<file path="config.mk">
export PLATFORM = sky130hd
export DESIGN_NAME = generador_pwm
export DESIGN_NICKNAME = d
export VERILOG_FILES = /design/src/rtl/pwm_pkg.sv /design/src/rtl/comparador_pwm.sv /design/src/rtl/generador_pwm.sv
export SDC_FILE = /design/constraint.sdc
export NUM_CORES = 1
export LEC_CHECK = 0
export ABC_AREA = 0
export CAP_MARGIN = 20
export CORE_ASPECT_RATIO = 1.5
export CORE_MARGIN = 1
export CORE_UTILIZATION = 25
export DETAILED_ROUTE_END_ITERATION = 10
export SLEW_MARGIN = 10
export SYNTH_ARGS = -nofsm -noshare
export SYNTH_HDL_FRONTEND = slang
export SYNTH_SLANG_ARGS = --single-unit
</file>
<file path="constraint.sdc">
create_clock -name clock_100Mhz -period 4.3 [get_ports clock_100Mhz]
set_input_delay 0.86 -clock clock_100Mhz [delete_from_list [all_inputs] [get_ports clock_100Mhz]]
set_output_delay 0.86 -clock clock_100Mhz [all_outputs]
set_load 0.02 [all_outputs]
</file>
<file path="src/rtl/pwm_pkg.sv">
// Shared defaults and mode encoding for the PWM generator and its channel comparators.
package pwm_pkg;

   localparam int unsigned N_CH_DEF       = 4;
   localparam int unsigned CNT_W_DEF      = 22;
   localparam int unsigned PERIOD_RST_DEF = 39999;

   typedef enum logic {
      MODE_EDGE   = 1'b0,
      MODE_CENTER = 1'b1
   } pwm_mode_e;

endpackage

</file>
<file path="src/rtl/comparador_pwm.sv">
// One PWM channel: active duty register, compare against the shared count, registered output.
module comparador_pwm
   import pwm_pkg::*;
#(
   parameter int unsigned      CNT_W    = CNT_W_DEF,
   parameter logic [CNT_W-1:0] DUTY_RST = '0
) (
   input  logic             clock_100Mhz,
   input  logic             rst_n,
   input  logic             en_i,
   input  logic             apply_i,
   input  logic [CNT_W-1:0] duty_sh_i,
   input  logic [CNT_W-1:0] cmp_val_i,
   output logic             senal_o
);

   logic [CNT_W-1:0] duty_q, duty_d;
   logic             senal_q, senal_d;

   always_comb begin
      duty_d  = apply_i ? duty_sh_i : duty_q;
      senal_d = en_i && (cmp_val_i < duty_q);
   end

   always_ff @(posedge clock_100Mhz or negedge rst_n) begin
      if (!rst_n) begin
         duty_q  <= DUTY_RST;
         senal_q <= 1'b0;
      end else begin
         duty_q  <= duty_d;
         senal_q <= senal_d;
      end
   end

   assign senal_o = senal_q;

endmodule

</file>
<file path="src/rtl/generador_pwm.sv">
// Multi-channel PWM generator: shared up / up-down counter, shadowed configuration
// applied only at period boundaries, one registered comparator per channel.
module generador_pwm
   import pwm_pkg::*;
#(
   parameter int unsigned N_CH       = N_CH_DEF,
   parameter int unsigned CNT_W      = CNT_W_DEF,
   parameter int unsigned PERIOD_RST = PERIOD_RST_DEF
) (
   input  logic                  clock_100Mhz,
   input  logic                  rst_n,
   input  logic                  enable,
   input  logic                  load,
   input  logic [CNT_W-1:0]      period_in,
   input  logic [N_CH*CNT_W-1:0] duty_in,
   input  logic                  center_in,
   output logic [N_CH-1:0]       senal,
   output logic                  tick,
   output logic                  pending
);

   localparam logic [CNT_W-1:0] PERIOD_INIT = CNT_W'(PERIOD_RST);
   localparam logic [CNT_W-1:0] DUTY_INIT   = CNT_W'((PERIOD_RST + 1) / 2);
   localparam logic [CNT_W-1:0] ONE         = CNT_W'(1);

   logic [CNT_W-1:0] cnt_q, cnt_d;
   logic             down_q, down_d;
   logic [CNT_W-1:0] period_q, period_sh_q;
   pwm_mode_e        center_q, center_sh_q;
   logic [CNT_W-1:0] duty_sh_q [N_CH];
   logic             pending_q, pending_d;
   logic             tick_q;
   logic             at_end, boundary, apply;
   logic [CNT_W-1:0] cnt_plus, cmp_val;

   assign cnt_plus = cnt_q + ONE;

   // Center mode marks the last cycle of a period as the down-phase cycle whose next count is 0.
   always_comb begin
      at_end = 1'b0;
      if (period_q == '0)
         at_end = 1'b1;
      else if (center_q == MODE_CENTER)
         at_end = down_q && (cnt_q == ONE);
      else
         at_end = (cnt_q == period_q);
   end

   assign boundary = enable && at_end;
   assign apply    = pending_q && (boundary || !enable);

   always_comb begin
      cnt_d     = cnt_q;
      down_d    = down_q;
      pending_d = load || (pending_q && !apply);
      if (!enable || boundary) begin
         cnt_d  = '0;
         down_d = 1'b0;
      end else if (center_q == MODE_CENTER) begin
         if (down_q) begin
            cnt_d = cnt_q - ONE;
         end else begin
            cnt_d  = cnt_plus;
            down_d = (cnt_plus == period_q);
         end
      end else begin
         cnt_d = cnt_plus;
      end
   end

   // Down-phase samples are shifted by one so each position repeats twice per
   // period: high time is 2*duty, centred on the valley.
   assign cmp_val = (center_q == MODE_CENTER && down_q) ? (cnt_q - ONE) : cnt_q;

   always_ff @(posedge clock_100Mhz or negedge rst_n) begin
      if (!rst_n) begin
         cnt_q       <= '0;
         down_q      <= 1'b0;
         period_q    <= PERIOD_INIT;
         period_sh_q <= PERIOD_INIT;
         center_q    <= MODE_EDGE;
         center_sh_q <= MODE_EDGE;
         pending_q   <= 1'b0;
         tick_q      <= 1'b0;
         for (int i = 0; i < N_CH; i++) duty_sh_q[i] <= DUTY_INIT;
      end else begin
         cnt_q     <= cnt_d;
         down_q    <= down_d;
         pending_q <= pending_d;
         tick_q    <= boundary;
         if (apply) begin
            period_q <= period_sh_q;
            center_q <= center_sh_q;
         end
         if (load) begin
            period_sh_q <= period_in;
            center_sh_q <= pwm_mode_e'(center_in);
            for (int i = 0; i < N_CH; i++) duty_sh_q[i] <= duty_in[i*CNT_W +: CNT_W];
         end
      end
   end

   for (genvar g = 0; g < N_CH; g++) begin : g_ch
      comparador_pwm #(
         .CNT_W    (CNT_W),
         .DUTY_RST (DUTY_INIT)
      ) u_cmp (
         .clock_100Mhz (clock_100Mhz),
         .rst_n        (rst_n),
         .en_i         (enable),
         .apply_i      (apply),
         .duty_sh_i    (duty_sh_q[g]),
         .cmp_val_i    (cmp_val),
         .senal_o      (senal[g])
      );
   end

   assign tick    = tick_q;
   assign pending = pending_q;

endmodule

</file>
**Yosys cells after proc, flatten, opt, wreduce, memory -nomap -nowiden**

Index checks and enable logic that the tools add are counted.

- Bits in registers: 251
- Output and inout port bits: 6
- Word-level logic and storage cells: 53
- Bits of input ports: 115

- Reductions and logical operators: 15
- Magnitude comparators: 4
- Equal/unequal tests: 3
- Multiplexer cells: 9
- $add $sub $neg: 2

Operators by type and width:

| operator | count |
|---|---|
| less-than comparator 22 bit | 4 |
| two-way mux 22 bit | 4 |
| equality test 22 bit | 2 |
| adder 22 x 1 -> 22 bit (second input constant) | 1 |
| equality test 22 x 1 -> 1 bit (second input constant) | 1 |
| zero test 22 bit | 1 |
| subtractor 22 x 1 -> 22 bit (second input constant) | 1 |
| logical AND 1 bit | 9 |
| two-way mux 1 bit | 5 |
| zero test 1 bit | 2 |
| logical OR 1 bit | 2 |
| nonzero test 2 bit | 1 |

**Longest topological paths before layout**

- Word-level depth: 10
- Mapped depth: 16
- Mapped depth without buffers: 15

**By module**

From an unflattened synthesis, not the netlist that was laid out.

- Cell total of the unflattened synthesis: 1,186
- Area, all modules: 12,951.2 sq um

Modules (own cells, without submodules):

| module | sequential area each (sq um) | cells each | instances | area each (sq um) |
|---|---|---|---|---|
| generador_pwm | 4,028.9 | 598 | 1 | 7,561.0 |
| comparador_pwm | 581.8 | 147 | 4 | 1,347.5 |

**Worst setup path before layout**

OpenSTA, ideal clock, no wires.

- Kind: reg-to-reg
- Start: register cnt_q[0]
- End: register g_ch[2].u_cmp.senal_q
- Library setup time: 0.101 ns
- Data arrival time: 3.163 ns
- Setup slack: 1.036 ns
- Cell stages (with the launch flop): 13
- Buffers on the path: 2
- Clock period less this slack: 3.264 ns
- Data required time: 4.199 ns
- Cell sequence: dfrtp_1 clkbuf_1 or4_1 clkbuf_1 nor3_1 nor3b_1 xor2_1 ha_1 nor2b_1 o21ai_0 a21oi_1 o31a_1 nor4_1

- Longest elaborated chain between the ends: 4

Ends and longest elaborated chain:

| element | RTL line | text |
|---|---|---|
| from (decl) | generador_pwm.sv:26 | `logic [CNT_W-1:0] cnt_q, cnt_d;` |
| from (signal assigned) | generador_pwm.sv:87 | `cnt_q <= cnt_d;` |
| subtractor 22 x 1 -> 22 bit | generador_pwm.sv:73 | `assign cmp_val = (center_q == MODE_CENTER && down_q) ? (cnt_q - ONE) : cnt_q;` |
| two-way mux 22 bit * | generador_pwm.sv:73 |  |
| less-than comparator 22 bit * | comparador_pwm.sv:22 | `senal_d = en_i && (cmp_val_i < duty_q);` |
| logical AND 1 bit * | comparador_pwm.sv:22 |  |
| via g_ch[2].u_cmp.senal_d | comparador_pwm.sv:18 | `logic senal_q, senal_d;` |
| to (signal assigned) | comparador_pwm.sv:31 | `senal_q <= senal_d;` |
| to (decl) | comparador_pwm.sv:18 |  |

The timed path passes the listed nets; every way through them passes the cells marked *.
A chain may end at the register's enable or synchronous reset.

**Final worst setup path**

- Start: register center_q
- End: register g_ch[0].u_cmp.senal_q

- Longest elaborated chain between the ends: 4

Ends and longest elaborated chain:

| element | RTL line | text |
|---|---|---|
| from (decl) | generador_pwm.sv:29 | `pwm_mode_e center_q, center_sh_q;` |
| from (signal assigned) | generador_pwm.sv:93 | `center_q <= center_sh_q;` |
| logical AND 1 bit | generador_pwm.sv:73 |  |
| two-way mux 22 bit | generador_pwm.sv:73 |  |
| less-than comparator 22 bit | comparador_pwm.sv:22 |  |
| logical AND 1 bit | comparador_pwm.sv:22 |  |
| via g_ch[0].u_cmp.senal_d | comparador_pwm.sv:18 |  |
| to (signal assigned) | comparador_pwm.sv:31 |  |
| to (decl) | comparador_pwm.sv:18 |  |

The timed path passes the listed nets, and every way through them passes these cells.

==> results.md <==
- Total negative slack: 0 ns
- Die Area: 0.0554 mm2
- PortBufs: 120
- Post-route ant nets: 0
- RSZ-0062 raised after global routing: no
- Post-Synth Adder-Cell Area: 7.99%
- Detailed Route WL: 35800 um
- Via count: 8812
- Max-slew headroom: 34.1%
- Endpoints failing setup: 0
- Post-synthesis register bit count: 251
- Vias in the first global route: 9699
- Most frequent cells in the layout: dfrtp_1 (191), mux2_2 (133), clkdlybuf4s50_1 (118)
- Initial Utilization: 25.3%
- Die Y-Extent: 288 um
- Crit path max fanout: 9
- Commonest non-fill, non-tap cell in the layout: dfrtp_1
- Clk_skew: 0.0123 ns
- Synth warn: 0
- Arr. time, crit path: 4.22 ns
- Total grt overflow: 0
- Fraction of layout cells with a size suffix above 1: 28.6%
- Clock latency on the worst-skew pair: 0.54 ns
- Leak: 7.39 nW
- CP Capture Type: register
- Status: complete, but fails checks
- Core Rows: 104
- Hold WC Path Type: in2async
- Overall global routing resource usage: 13.2%
- CTS H-tree depth: 1
- Mux cell area share after synthesis: 21.0%
- Predominant post-synthesis flop cell: dfrtp_1
- Synthesized area per cell: 12.1 um2
- GP Congestion: 0.892
- Root Buffer: clkbuf_16
- Min Tclk post-route: 3.75 ns
- Tcrit/Tclk final: 87.3%
- Pin count of the biggest net entering global routing: 84
- Routed vias/inst: 4.54
- Fmax: 266 MHz
- TritonCTS buffer count: 25
- CORE AREA: 0.0537 mm2
- Failing checks: design-rule violations
- Synth Area in Compound Gates: 5.44%
- Sequential area share after synthesis: 46.7%
- Wire per inst: 18.4 um
- FILL cells: 5396
- Setup Buffers After CTS: 0
- Antenna cell count: 0
- Netlist Area Pre-Place: 0.0136 mm2
- # hold bufs at CTS: 0
- Kind of critical path: reg2reg
- First-pass detailed-route iteration total: 8
- Drt drc: 4
- Count of cell types in the netlist: 61
- CTS tree: done
- Async SR Flop Fraction: 100%
- Final setup margin: 0.547 ns
- Nets: 1438
- Simple-Gate Fraction of Synth Area: 8.40%
- Initial antenna violation count: 0
- Worst slew pin tran: 0.979 ns
- Syn_nets: 1328
- Die Width: 193 um
- Area grow syn2layout: 19.6%
- Fin. Hold Viols: 0
- Max Cap Viol: 0
- IR drop worst, VDD: 0.000207 V
- XOR/XNOR Fraction of Synth Area: 4.93%
- First-pass GRT wire length: 56500 um
- Bufs on Longest Clock Path: 3
- PD cells: 384 mW/mm2
- Final Max Slew Viols: 0
- Pre-CTS WS: 0.625 ns
- Clock Pin Slew Worst Setup and Hold Paths: 0.07 ns
- Critical Path RT: 4.76 ns
- Largest family of logic cells by synthesized area: multiplexers
- Num Clock Sinks: 251
- Crit start category: register
- Number of flops mapped to enable cells by yosys: 0
- Starting DRT DRC Count: 333
- Detail Placement HPWL: 26800 um
- PostCTS Resize Cnt: 0
- R2r setup slk: 0.55 ns
- Syn Inst Count: 1126
- I/O Pins: 121
-- cell type report --
| cell class | count | area, um2 | area share, % |
|---|---|---|---|
| repair buffers | 143 | 1430 | 8.76 |
| flip-flops and latches | 251 | 6360 | 39.0 |
| clock inverters | 11 | 72.6 | 0.446 |
| well taps | 689 | 862 | 5.29 |
| multi-input cells | 717 | 6510 | 40.0 |
| clock buffers | 34 | 689 | 4.23 |
| inverters | 98 | 368 | 2.26 |
-- where the power goes --
group	switching (mW)	internal (mW)
clock	0.959	1.13
combinational	0.484	0.661
sequential	0.267	2.75
total	1.71	4.54
-- through the flow --
| stage | power (mW) | hold slack, ns | utilization (%) | cells | instance area, um2 |
|---|---|---|---|---|---|
| final | 6.25 | 0.263 | 30.3 | 1943 | 16300 |
| after global routing | 6.57 | 0.290 | 30.3 | 1943 | 16300 |
| after CTS | 6.35 | 0.276 | 30.3 | 1943 | 16300 |
| after detailed placement | 4.21 | 0.489 | 28.9 | 1898 | 15500 |
| after global placement | 4.18 | 0.489 | 28.9 | 1898 | 15500 |
| after floorplan | 3.76 | 0.474 | - | 1126 | 13600 |
-- sequential cells by signal, indices dropped and copies added, names as in the netlist --
| signal | flops |
|---|---|
| down_q | 1 |
| tick | 1 |
| period_q | 22 |
| center_sh_q | 1 |
| cnt_q | 22 |
| g_ch.u_cmp.duty_q | 88 |
| center_q | 1 |
| period_sh_q | 22 |
| pending | 1 |
| duty_sh_q | 88 |
| g_ch.u_cmp.senal_o | 4 |
-- cells by family after synthesis --
family | count (synthesis)
flops | 251
mux | 224
simple gates | 216
buf+inv | 158
compound gates | 115
fa+ha+maj | 87
xor+xnor | 75
-- path summary, 6_finish.rpt --
kind                                    start                        to  cells after the start
worst max register to register       center_q     g_ch[0].u_cmp.senal_o                     11
max in group asynchronous               rst_n            period_sh_q[5]                      2
min in group clock_100Mhz       duty_sh_q[35]  g_ch[2].u_cmp.duty_q[13]                      1
worst min-delay path                    rst_n             duty_sh_q[78]                      1
worst max-delay path                 center_q     g_ch[0].u_cmp.senal_o                     11
worst min register to register  duty_sh_q[35]  g_ch[2].u_cmp.duty_q[13]                      1
-- synthesized netlist by cell type, drive strengths merged (11+ instances only) --
cell type,n,share of area [%]
xor2,40,2.6
a21o,14,0.77
a21oi,32,1.2
buf,36,2.2
ha,87,8.0
mux2,223,21
nor2b,11,0.51
xnor2,35,2.4
nor4,17,0.78
dfrtp,191,35
nor2,64,1.8
o21ai,24,0.88
clkbuf,24,0.67
nand4,28,1.3
dfstp,60,12
nor3,22,0.85
inv,98,2.7
nand2,27,0.80
-- routing by layer --
metal	vias up	share of wire, %	track usage, %
met5	-	0	0
met1	4418	39	14.7
li1	4147	-	-
met2	183	53	24.4
met4	0	4.5	6.48
met3	64	3.2	1.52
-- worst max-delay path, stage by stage, from the launching register on --
cell      delay, ns
dfrtp_1        0.43
nand2_1        0.21
or4_1          0.60
nor3_1         0.33
nor3b_1        0.34
xor2_1         0.45
ha_1           0.35
nor2b_1        0.15
o211ai_1       0.19
a31oi_1        0.11
a211o_1        0.36
a21oi_1        0.15
(Power assumes the default switching activity.)
